==> config.mk <==
export PLATFORM = sky130hd
export DESIGN_NAME = wb_encoder_poller
export DESIGN_NICKNAME = d
export VERILOG_FILES = /design/src/rtl/wb_encoder_poller.sv
export SDC_FILE = /design/constraint.sdc
export NUM_CORES = 1
export LEC_CHECK = 0
export CAP_MARGIN = 0
export CORE_MARGIN = 1.5
export CORE_UTILIZATION = 40
export CTS_CLUSTER_SIZE = 12
export DETAILED_ROUTE_END_ITERATION = 16
export SYNTH_ARGS = -nofsm -noshare
export SYNTH_HDL_FRONTEND = slang
export SYNTH_SLANG_ARGS = --single-unit
==> constraint.sdc <==
create_clock -name i_clk -period 10.5 [get_ports i_clk]
set_input_delay 2.1 -clock i_clk [delete_from_list [all_inputs] [get_ports i_clk]]
set_output_delay 2.1 -clock i_clk [all_outputs]
set_load 0.005 [all_outputs]
==> src/rtl/wb_encoder_poller.sv <==
// Wishbone encoder poller.
// A read-only Wishbone master sweeps NCH encoder count registers once per
// PERIOD clocks, keeps the latest count and the per-period delta for each
// channel, and publishes them through a small Wishbone slave register map.
module wb_encoder_poller #(
    parameter int          NCH       = 2,
    parameter int          PERIOD    = 100000,
    parameter logic [29:0] BASE_ADDR = 30'h100,
    parameter int          STRIDE    = 1,
    parameter int          TIMEOUT   = 64
) (
    input  logic        i_clk,
    input  logic        i_reset,
    // Wishbone slave (register map)
    input  logic        i_s_cyc,
    input  logic        i_s_stb,
    input  logic        i_s_we,
    input  logic [29:0] i_s_addr,
    input  logic [31:0] i_s_data,
    input  logic [3:0]  i_s_sel,
    output logic        o_s_ack,
    output logic        o_s_stall,
    output logic [31:0] o_s_data,
    // Wishbone master (encoder sweep)
    output logic        o_m_cyc,
    output logic        o_m_stb,
    output logic        o_m_we,
    output logic [29:0] o_m_addr,
    output logic [31:0] o_m_data,
    output logic [3:0]  o_m_sel,
    input  logic        i_m_ack,
    input  logic        i_m_stall,
    input  logic [31:0] i_m_data,
    // Sweep completion strobe
    output logic        o_sweep_done
);

    localparam int CH_W  = (NCH > 1) ? $clog2(NCH) : 1;
    localparam int PER_W = $clog2(PERIOD);
    localparam int TMO_W = $clog2(TIMEOUT + 1);

    typedef enum logic [1:0] {
        S_IDLE,
        S_REQ,
        S_WAIT,
        S_STORE
    } state_t;

    state_t             state, next_state;
    logic [CH_W-1:0]    ch;
    logic [TMO_W-1:0]   tmo_cnt;
    logic [PER_W-1:0]   per_cnt;
    logic               enable;
    logic [NCH-1:0]     err;
    logic               overrun;
    logic [31:0]        seq;
    logic [31:0]        rd_data;
    logic               skip;
    logic [31:0]        count [NCH];
    logic [31:0]        delta [NCH];

    logic               tick;
    logic               last_ch;
    logic               tmo_hit;
    logic               take_ack;
    logic               tmo_fire;
    logic [NCH-1:0]     err_set;

    logic               s_req;
    logic [4:0]         s_off;
    logic               ctrl_wr;
    logic               status_clr;
    logic [31:0]        rd_mux;
    logic               unused_bits;

    // The master never writes, so data/we are tied off and all byte lanes are read.
    assign o_m_we   = 1'b0;
    assign o_m_data = 32'h0;
    assign o_m_sel  = 4'hF;
    assign o_m_addr = BASE_ADDR + (30'(ch) * 30'(STRIDE));

    assign o_s_stall   = 1'b0;
    assign unused_bits = ^{i_s_addr[29:5], i_s_sel[3:1], i_s_data[31:1]};

    assign tick    = enable && (per_cnt == PER_W'(PERIOD - 1));
    assign last_ch = (ch == CH_W'(NCH - 1));
    assign tmo_hit = (tmo_cnt >= TMO_W'(TIMEOUT - 1));

    // Period counter: free-runs only while enabled, parked at zero otherwise.
    always_ff @(posedge i_clk) begin
        // NOTE: clocked state uses non-blocking (<=) so every flop samples
        // pre-edge values regardless of block evaluation order.
        if (i_reset || !enable) begin
            per_cnt <= '0;
        end else if (per_cnt == PER_W'(PERIOD - 1)) begin
            per_cnt <= '0;
        end else begin
            per_cnt <= per_cnt + PER_W'(1);
        end
    end

    // Sweep FSM state register.
    always_ff @(posedge i_clk) begin
        if (i_reset) begin
            state <= S_IDLE;
        end else begin
            state <= next_state;
        end
    end

    // Sweep FSM next-state and bus outputs.
    always_comb begin
        // NOTE: every signal written here gets a default first; any path that
        // left one unassigned would infer a latch.
        next_state = state;
        o_m_cyc    = 1'b0;
        o_m_stb    = 1'b0;
        take_ack   = 1'b0;
        tmo_fire   = 1'b0;
        case (state)
            S_IDLE: begin
                if (tick) begin
                    next_state = S_REQ;
                end
            end
            S_REQ: begin
                o_m_cyc = 1'b1;
                o_m_stb = 1'b1;
                if (!i_m_stall) begin
                    // An ack in the accept cycle completes the transfer at once.
                    take_ack   = i_m_ack;
                    next_state = i_m_ack ? S_STORE : S_WAIT;
                end
            end
            S_WAIT: begin
                o_m_cyc = 1'b1;
                if (i_m_ack) begin
                    take_ack   = 1'b1;
                    next_state = S_STORE;
                end else if (tmo_hit) begin
                    tmo_fire   = 1'b1;
                    next_state = S_STORE;
                end
            end
            S_STORE: begin
                // cyc is low here, giving the required gap between channels.
                next_state = last_ch ? S_IDLE : S_REQ;
            end
            default: next_state = S_IDLE;
        endcase
    end

    // Per-channel error strobe for a timed-out transfer.
    always_comb begin
        err_set = '0;
        for (int k = 0; k < NCH; k++) begin
            err_set[k] = tmo_fire && (ch == CH_W'(k));
        end
    end

    // Sweep datapath: channel index, ack timeout, captured data, results.
    always_ff @(posedge i_clk) begin
        if (i_reset) begin
            ch           <= '0;
            tmo_cnt      <= '0;
            rd_data      <= '0;
            skip         <= 1'b0;
            seq          <= '0;
            o_sweep_done <= 1'b0;
            // NOTE: count/delta are a handful of flops, not a RAM, and the first
            // sweep's delta must be measured from zero, so they are reset.
            for (int k = 0; k < NCH; k++) begin
                count[k] <= '0;
                delta[k] <= '0;
            end
        end else begin
            o_sweep_done <= (state == S_STORE) && last_ch;

            // The timeout only advances once the slave has taken the strobe, so
            // a slave that stalls is waited on rather than abandoned.
            if (state == S_IDLE || state == S_STORE) begin
                tmo_cnt <= '0;
            end else if (state == S_WAIT || !i_m_stall) begin
                tmo_cnt <= tmo_cnt + TMO_W'(1);
            end

            if (take_ack) begin
                rd_data <= i_m_data;
                skip    <= 1'b0;
            end else if (tmo_fire) begin
                skip    <= 1'b1;
            end

            if (state == S_IDLE) begin
                ch <= '0;
            end else if (state == S_STORE) begin
                if (!skip) begin
                    for (int k = 0; k < NCH; k++) begin
                        if (ch == CH_W'(k)) begin
                            delta[k] <= rd_data - count[k];
                            count[k] <= rd_data;
                        end
                    end
                end
                if (last_ch) begin
                    seq <= seq + 32'd1;
                end else begin
                    ch <= ch + CH_W'(1);
                end
            end
        end
    end

    // Control/status: enable bit, sticky error and overrun flags (set beats clear).
    always_ff @(posedge i_clk) begin
        if (i_reset) begin
            enable  <= 1'b0;
            err     <= '0;
            overrun <= 1'b0;
        end else begin
            if (ctrl_wr) begin
                enable <= i_s_data[0];
            end
            err     <= (status_clr ? '0 : err) | err_set;
            overrun <= (status_clr ? 1'b0 : overrun) | (tick && (state != S_IDLE));
        end
    end

    // Slave decode and read mux.
    always_comb begin
        s_req      = i_s_cyc && i_s_stb;
        s_off      = i_s_addr[4:0];
        ctrl_wr    = s_req && i_s_we && (s_off == 5'd0) && i_s_sel[0];
        status_clr = s_req && i_s_we && (s_off == 5'd1) && i_s_data[0];
        rd_mux     = '0;
        if (s_off == 5'd0) begin
            rd_mux[0] = enable;
        end else if (s_off == 5'd1) begin
            rd_mux[31]      = (state != S_IDLE);
            rd_mux[16]      = overrun;
            rd_mux[NCH-1:0] = err;
        end else if (s_off == 5'd2) begin
            rd_mux = seq;
        end else begin
            for (int k = 0; k < NCH; k++) begin
                if (s_off == 5'(4 + 2 * k)) begin
                    rd_mux = count[k];
                end else if (s_off == 5'(5 + 2 * k)) begin
                    rd_mux = delta[k];
                end
            end
        end
    end

    // Slave response: ack one cycle after each request, data only while acking.
    always_ff @(posedge i_clk) begin
        if (i_reset) begin
            o_s_ack  <= 1'b0;
            o_s_data <= '0;
        end else begin
            o_s_ack  <= s_req;
            o_s_data <= (s_req && !i_s_we) ? rd_mux : 32'h0;
        end
    end

endmodule

# Yosys cells after proc, flatten, opt, wreduce, memory -nomap -nowiden
# Memories as Yosys holds them, arrays and structs flattened.
# Cells that the tools add are included.
# word_totals
ramBits,128
regBits,130
in_bits,105
out_inout_bits,104
memories,2
wordCells,123
# op_classes
reduce_logical,31
addsub,7
order_cmp,1
muxes,45
n_eq_ne,13
n_bitwise,9
# mem_list
memory,depth,width,rd,rd_clocked_by_memory_dff,write_ports,line,source
count,2,32,2,0,2,59,logic [31:0] count [NCH];
delta,2,32,2,0,2,60,logic [31:0] delta [NCH];
# ops
operator,count
$mux W32,9
$sub A32 B32 Y32,2
$add A32 B1 Y32 const B,1
$mux W1,28
$eq A5 B3 Y1 const B,4
$add A17 B1 Y17 const B,1
$eq A17 B17 Y1 const B,1
$logic_and A1 B1 Y1,12
$mux W2,6
$reduce_or A2 Y1,6
$add A9 B1 Y10 const A,1
$pmux W2 S4,1
$add A7 B1 Y7 const B,1
$ge A7 B6 Y1 const B,1
$reduce_and A3 Y1,2
$eq A5 B1 Y1 const B,1
$eq A5 B2 Y1 const B,1
$logic_not A5 Y1,1
$or A1 B1 Y1,5
$eq A2 B2 Y1 const B,2
$ne A2 B2 Y1 const B,2
$reduce_or A4 Y1,1
$logic_not A1 Y1,3
$logic_or A1 B1 Y1,3
other kinds (9),11

# Depth between registers and ports, before layout
# Gate-level depths: netlist of run 1.
# logic_depth
ltp_word,8
depth_mapped,11
ltp_nobuf,11

# Least setup slack after synthesis of run 1
# No wires, ideal clock.
# synth_timing
kind,input port to flip-flop
startpoint,input i_reset
endpoint,memory count[0][0] (enable)
path_buffers,2
setup_ns,0.499
path_slack_ns,5.770
cell_stages,3
arrival_ns,4.231
cell_sequence,clkbuf_1 -> clkbuf_1 -> o21bai_1
# synth_lines
element,line,source
start: declaration,13,"input logic i_reset,"
end: declaration,59,

==> out/summary.log, run 1 <==
INFO  power_and_ir_drop leakage_power=6.15nW
INFO  timing         tightestPinTransition=998ps
INFO  clocking       cts_buffers=30
INFO  place          buffers_on_ports=82
INFO  floorplan      core_region_area=0.0345mm2
INFO  yosys          dominantRegCellSynth=sky130_fd_sc_hd__dfxtp_1
INFO  global_route   grt_antenna_before_repair=0
INFO  setup_path     path_class=in2reg
INFO  drt            wire_per_inst=18.0um
INFO  setup_path     timing.critical_path.required=10810ps
INFO  timing         timing.hold.ws=454ps
INFO  clocking       cts-resized-gates=0
INFO  setup_path     crit_arrival=4710ps
INFO  timing         timing_max_transition_violations_final=0
INFO  drt            drt-initial-drc-count=825
INFO  yosys          fraction_of_the_yosys_area_taken_by_sequential_cells=46.2%
INFO  setup_path     worst_path_max_delay_cell=sky130_fd_sc_hd__buf_4
INFO  clocking       tritoncts=done
INFO  setup_path     worst_r2r_start=rd_data[0]
INFO  floorplan      fp.dieArea=0.0360mm2
INFO  finish         final_layout_size_suffix_gt1_share=6.03%
INFO  clocking       worst_skew_pair.late_latency=560ps
INFO  setup_path     worst_path_dominant_cell_family=buffers and inverters
INFO  clocking       max_buffers_root_to_sink=3
INFO  timing         hold_violations=0
INFO  flow_run       maxCapViolations=0
INFO  timing         totalNegativeSetupSlack=0ps
INFO  timing         grt_setup_unrepaired=false
INFO  floorplan      die_height=190um
INFO  global_route   wire_length_of_the_first_global_routing_pass=56.9mm
INFO  global_route   gr_ovfl_total=0
INFO  drt            drt-vias-per-instance=5.42
INFO  timing         fmax=227MHz
INFO  setup_path     cp_common_cell=sky130_fd_sc_hd__buf_4
INFO  setup_path     instance_count_on_the_critical_path=6
INFO  drt            drtAntennaViolNets=0
INFO  finish         most-common-layout-cells=sky130_fd_sc_hd__nor2_1, sky130_fd_sc_hd__nand2_1, sky130_fd_sc_hd__dfxtp_1, sky130_fd_sc_hd__edfxtp_1, sky130_fd_sc_hd__a21oi_1
INFO  yosys          synth_async_sr_flop_share=0%
INFO  timing         min_cycle_time_layout=4400ps
INFO  yosys          synthDistinctLibCells=73
INFO  yosys          mappedNetlistArea=0.0139mm2
INFO  setup_path     biggest_cell_delay_along_the_critical_path=680ps
INFO  floorplan      io_pins=209
INFO  setup_path     worstPathCellList=buf_2 -> buf_4 -> or2_2 -> buf_4 -> nor2_1 -> mux2_2
INFO  global_route   grt_max_degree=65
INFO  floorplan      initial_standard_cell_utilization_of_the_core=40.5%
INFO  setup_path     r2r_setup_slack=7300ps
INFO  finish         fin_nets=1710
INFO  timing         finClkSkew=9.48ps
INFO  floorplan      rows=68
INFO  yosys          synthCells=1464
INFO  setup_path     rr_worst_depth=11
INFO  yosys          ys.warnings.count=0
INFO  finish         syn_to_final_growth=14.6%
INFO  clocking       num_clock_sinks=258
INFO  setup_path     critical_path.endpoint_type=flop
INFO  place          place.gp.congestion=0.927
INFO  clocking       post-cts-setup-buffer-count=0
INFO  yosys          syn_area_per_cell=9.52um2
INFO  power_and_ir_drop power.ir.vdd_worst=0.132mV
INFO  setup_path     critical_path.max_fanout=62
INFO  yosys          ys_ff_latch=258
INFO  setup_path     startpoint_type=input pin
INFO  finish         antenna-diode-count=0
INFO  timing         relSlewSlack=33.4%
INFO  setup_path     setup.worst_path.start=i_reset
INFO  drt            route.detailed.drc=0
INFO  power_and_ir_drop power_density=140mW/mm2
INFO  clocking       htree_levels=1
INFO  finish         layout_commonest_cell=sky130_fd_sc_hd__nor2_1
INFO  timing         finalCritPeriodShare=41.9%
INFO  clocking       cts.root.buffer_cell=sky130_fd_sc_hd__clkbuf_16
INFO  place          hpwl=24.5mm
INFO  drt            first_pass_detailed_route_iteration_total=6
INFO  drt            finalWirelength=36.3mm
INFO  global_route   track_usage=20.0%
INFO  global_route   grt_pass1_vias=10300
INFO  clocking       cts.clk_slew.worst_paths=60ps
INFO  floorplan      fp.dieW=190um
INFO  setup_path     critical_path_buf_inv_count=3
INFO  timing         final-setup-viol-count=0
INFO  setup_path     crit_path_end=delta[0][25]
INFO  drt            via_count=10900
INFO  yosys          synth-edff-count=128
INFO  worst_hold_path min_path_type=reg2reg
INFO  clocking       cts_hold_buf=0
INFO  setup_path     crit-reg2reg-capture=delta[0][60]
INFO  outcome        status=complete, no violations
-- Yosys cell counts, drive strengths merged (16+ instances only) --
library cell	count	area, um2
a21o	21	158
a21oi	122	618
a222oi	28	280
a22oi	34	255
and2	37	231
and3	17	106
buf	73	531
clkbuf	47	178
dfxtp	130	2600
edfxtp	128	3840
ha	69	863
inv	91	342
nand2	131	492
nand3	33	165
nand4	16	100
nor2	138	518
nor3	33	165
o21a	22	165
o21ai	48	240
or3	22	138
xnor2	34	298
xor2	43	377
-- through the flow --
| step | instance area [um2] | total power, mW | instances | worst slack (ps) | utilization, % |
|---|---|---|---|---|---|
| floorplan | 14200 | 1.19 | 1529 | 5770 | - |
| global placement | 15000 | 1.22 | 1957 | 5540 | 43.5 |
| detailed placement | 15000 | 1.22 | 1957 | 5540 | 43.5 |
| CTS | 16000 | 2.26 | 2013 | 6110 | 46.4 |
| global route | 16000 | 2.31 | 2013 | 5900 | 46.4 |
| finish | 16000 | 2.24 | 2013 | 6100 | 46.4 |
-- sequential cells by signal (all words and copies together), names as in the netlist --
| register | flops |
|---|---|
| count | 64 |
| delta | 64 |
| o_s_data | 32 |
| rd_data | 32 |
| seq | 32 |
| per_cnt | 17 |
| tmo_cnt | 7 |
| err | 2 |
| state | 2 |
| ch | 1 |
| enable | 1 |
| o_s_ack | 1 |
| o_sweep_done | 1 |
| overrun | 1 |
| skip | 1 |
-- metal layers --
metal  GRT usage (%)  wire [um]  up-vias  share of wire [%]
met5               0          0        -                  0
met4            6.44       1080        0                3.0
met3            2.71       2140       62                5.9
met2            31.5      16100      327                 44
met1            28.2      17000     5257                 47
li1                -          -     5256                  -
-- worst min path at each step --
stage               depth (start not counted)       start          to
global placement                            1  per_cnt[0]  per_cnt[0]
detailed placement                          2  rd_data[0]  rd_data[0]
finish                                      2  rd_data[0]  rd_data[0]
floorplan                                   1  per_cnt[0]  per_cnt[0]
CTS                                         2  rd_data[0]  rd_data[0]
global route                                2  rd_data[0]  rd_data[0]
-- logic make-up (layout without fill, tap and decap cells) --
family          count (synthesis)  count (layout)  share of synthesized area [%]
xor+xnor                       77              77                           4.84
mux                            10              10                          0.727
buf+inv                       211             240                           7.53
flops                         258             258                           46.2
fa+ha+maj                      71              71                           6.48
simple gates                  488             488                           16.8
other cells                     2              67                         0.0539
compound gates                347             347                           17.3
-- layout make-up --
| class | count | area (um2) |
|---|---|---|
| Sequential cell | 258 | 6450 |
| Timing Repair Buffer | 93 | 898 |
| Inverter | 91 | 342 |
| Multi-Input combinational cell | 1060 | 6720 |
| Clock buffer | 43 | 902 |
| Clock inverter | 13 | 96.3 |
| Fill cell | 3315 | 18500 |
| Tap cell | 455 | 569 |
-- tightest hold or removal path: stages (launching register included) --
cell and delay [ps]:
sky130_fd_sc_hd__dfxtp_1 310, sky130_fd_sc_hd__nand2_1 50, sky130_fd_sc_hd__a21oi_1 50
-- where the power goes --
group / switching, mW / internal [mW]
registers: 0.0102 / 1.08
logic: 0.0719 / 0.0439
clock network: 0.416 / 0.618
total: 0.498 / 1.74
Note: power is estimated with default switching activity, not from simulation.
==> run 2: changes to the inputs <==
clock period = 3.9 ns   (was 10.5 ns; I/O delays follow)
==> run 2 against run 1 <==
Net effect:
- critical path depth rose by 5
- combinational power grew to 2.7 times the previous value
- clock power grew to 2.7 times the previous value
- sequential power increased to 2.7 times the previous value
- worst hold slack better by 0.95 ps
- first-iteration DRC count increased by 4.0%
- die area is the same
- wire length about the same
- global-route usage about the same
- critical path type is now reg2reg
- largest cell class unchanged
- highest routed layer unchanged
==> out/summary.log, run 2 (synthesis gave the netlist of run 1 again) <==
INFO  outcome        status=complete, no violations
INFO  setup_path     biggest_cell_delay_along_the_critical_path=540ps [-140 ps]
INFO  clocking       cts.root.buffer_cell=sky130_fd_sc_hd__clkbuf_16
INFO  floorplan      die_height=190um [unchanged]
INFO  clocking       worst_skew_pair.late_latency=570ps [about the same]
INFO  setup_path     r2r_setup_slack=690ps [-6610 ps]
INFO  finish         area_used_by_multi_input_combinational_logic=0.00672mm2 [about the same]
INFO  clocking       cts-resized-gates=0 [unchanged]
INFO  timing         hold_violations=0 [unchanged]
INFO  timing         relSlewSlack=40.5% [+7.1 points]
INFO  setup_path     worst_path_dominant_cell_family=compound AO/OA/AOI/OAI gates
INFO  timing         final-setup-viol-count=0 [unchanged]
INFO  timing         grt_setup_unrepaired=false
INFO  drt            drtAntennaViolNets=0 [unchanged]
INFO  drt            drt-vias-per-instance=5.37 [-0.80%]
INFO  floorplan      rows=68 [unchanged]
INFO  global_route   grt_max_degree=65 [unchanged]
INFO  finish         fin_nets=1720 [+0.58%]
INFO  clocking       cts_hold_buf=0 [unchanged]
INFO  place          hpwl=25.2mm [+2.8%]
INFO  floorplan      fp.dieW=190um [unchanged]
INFO  timing         tightestPinTransition=883ps [-115 ps]
INFO  timing         min_cycle_time_layout=3210ps
INFO  finish         final_layout_size_suffix_gt1_share=6.31% [+0.28 points]
INFO  worst_hold_path min_path_type=reg2reg
INFO  timing         totalNegativeSetupSlack=0ps [unchanged]
INFO  drt            via_count=10900 [-0.30%]
INFO  finish         top_regs=count x64, delta x64
INFO  finish         layout_commonest_cell=sky130_fd_sc_hd__nor2_1
INFO  finish         sequential_cell_area=0.00645mm2 [unchanged]
INFO  finish         fillers=3350 [+1.1%]
INFO  clocking       post-cts-setup-buffer-count=0 [unchanged]
INFO  global_route   grt_pass1_vias=10400 [+0.92%]
INFO  place          buffers_on_ports=82 [unchanged]
INFO  setup_path     crit_arrival=3490ps [-1220 ps]
INFO  finish         final_util=46.6% [+0.22 points]
INFO  power_and_ir_drop power.ir.vdd_worst=0.437mV [+230%]
INFO  finish         syn_to_final_growth=15.1%
INFO  clocking       cts.clk_slew.worst_paths=60ps [about the same]
INFO  setup_path     worst_r2r_start=rd_data[0]
INFO  clocking       max_buffers_root_to_sink=3 [unchanged]
INFO  power_and_ir_drop power_density=374mW/mm2 [+170%]
INFO  setup_path     instance_count_on_the_critical_path=11 [+5]
INFO  place          place.gp.congestion=0.895 [-3.4%]
INFO  global_route   track_usage=19.9% [-0.030 points]
INFO  global_route   wire_length_of_the_first_global_routing_pass=56.8mm [about the same]
INFO  clocking       cts_buffers=30 [unchanged]
INFO  clocking       tritoncts=done
INFO  flow_run       maxCapViolations=0 [unchanged]
INFO  global_route   grt_antenna_before_repair=0 [unchanged]
INFO  setup_path     path_class=reg2reg
INFO  finish         most-common-layout-cells=sky130_fd_sc_hd__nor2_1, sky130_fd_sc_hd__nand2_1, sky130_fd_sc_hd__dfxtp_1, sky130_fd_sc_hd__edfxtp_1, sky130_fd_sc_hd__a21oi_1
INFO  timing         finalCritPeriodShare=82.3%
INFO  setup_path     critical_path.endpoint_type=flop
INFO  drt            finalWirelength=36.3mm [about the same]
INFO  floorplan      fp.dieArea=0.0360mm2 [unchanged]
INFO  drt            first_pass_detailed_route_iteration_total=7 [+1]
INFO  setup_path     crit_path_end=delta[0][60]
INFO  setup_path     worst_path_max_delay_cell=sky130_fd_sc_hd__a2111oi_4
INFO  setup_path     worstPathCellList=inv_1 -> ha_1 -> fa_1 -> nor2b_4 -> o31a_1 -> o311ai_1 -> o211ai_2 -> a2111oi_4 -> nor4_1 -> nor3_1 -> nor3_1
INFO  setup_path     timing.critical_path.required=4180ps [-6630 ps]
INFO  drt            drt-initial-drc-count=858 [+4.0%]
INFO  timing         timing_max_transition_violations_final=0 [unchanged]
INFO  floorplan      io_pins=209 [unchanged]
INFO  finish         antenna-diode-count=0 [unchanged]
INFO  setup_path     critical_path_buf_inv_count=1 [-2]
INFO  timing         fmax=311MHz
INFO  power_and_ir_drop leakage_power=6.20nW [+0.89%]
INFO  worst_hold_path holdPathStages=2 [unchanged]
INFO  clocking       htree_levels=1 [unchanged]
INFO  setup_path     rr_worst_depth=11 [unchanged]
INFO  setup_path     crit-reg2reg-capture=delta[0][60]
INFO  setup_path     startpoint_type=flop
INFO  drt            route.detailed.drc=0 [unchanged]
INFO  timing         finClkSkew=23.6ps [+14.2 ps]
INFO  drt            wire_per_inst=17.9um [-0.54%]
INFO  floorplan      core_region_area=0.0345mm2 [unchanged]
INFO  setup_path     setup.worst_path.start=rd_data[0]
INFO  clocking       num_clock_sinks=258 [unchanged]
INFO  setup_path     cp_common_cell=sky130_fd_sc_hd__nor3_1
INFO  setup_path     critical_path.max_fanout=4 [-94%]
INFO  floorplan      initial_standard_cell_utilization_of_the_core=40.5% [unchanged]
INFO  global_route   gr_ovfl_total=0 [unchanged]
-- run 2: worst min path at each step --
stage / endpoint / startpoint
floorplan: per_cnt[0] / per_cnt[0]
global placement: per_cnt[0] / per_cnt[0]
detailed placement: rd_data[0] / rd_data[0]
CTS: rd_data[0] / rd_data[0]
global route: per_cnt[0] / per_cnt[0]
finish: rd_data[0] / rd_data[0]
-- run 2: metal layers --
metal | GRT usage, % | routed length, um
met5 | 0 | 0
met4 | 5.01 | 756
met3 | 2.53 | 2130
met2 | 31.9 | 16300
met1 | 28.5 | 17100
-- run 2: power by group --
part,total [mW],internal (mW),switching [mW]
logic,0.316,0.121,0.195
registers,2.92,2.89,0.0285
clock network,2.77,1.65,1.11
-- run 2: layout make-up --
class,count,area share (%)
inverter,91,2.13
timing repair buffer,103,6.14
clock buffer,45,5.60
tap,455,3.55
clock inverter,11,0.561
sequential,258,40.2
multi-input combinational,1060,41.9
-- run 2: worst reg2reg max path, delay by kind of cell (launching register included) --
family,cells,cell delay [ps]
compound gates,4,1550
fa+ha+maj,2,490
simple gates,4,480
flops,1,310
buf+inv,1,100
-- run 2: metrics by stage --
stage	setup slack (ps)	area (um2)	power, mW	instances	hold slack, ps
after floorplan	850	14200	3.21	1529	430
after global placement	760	15100	3.29	1967	442
after detailed placement	710	15100	3.29	1967	453
after CTS	660	16100	6.06	2023	461
after global routing	507	16100	6.22	2023	478
final	689	16100	6.00	2023	455
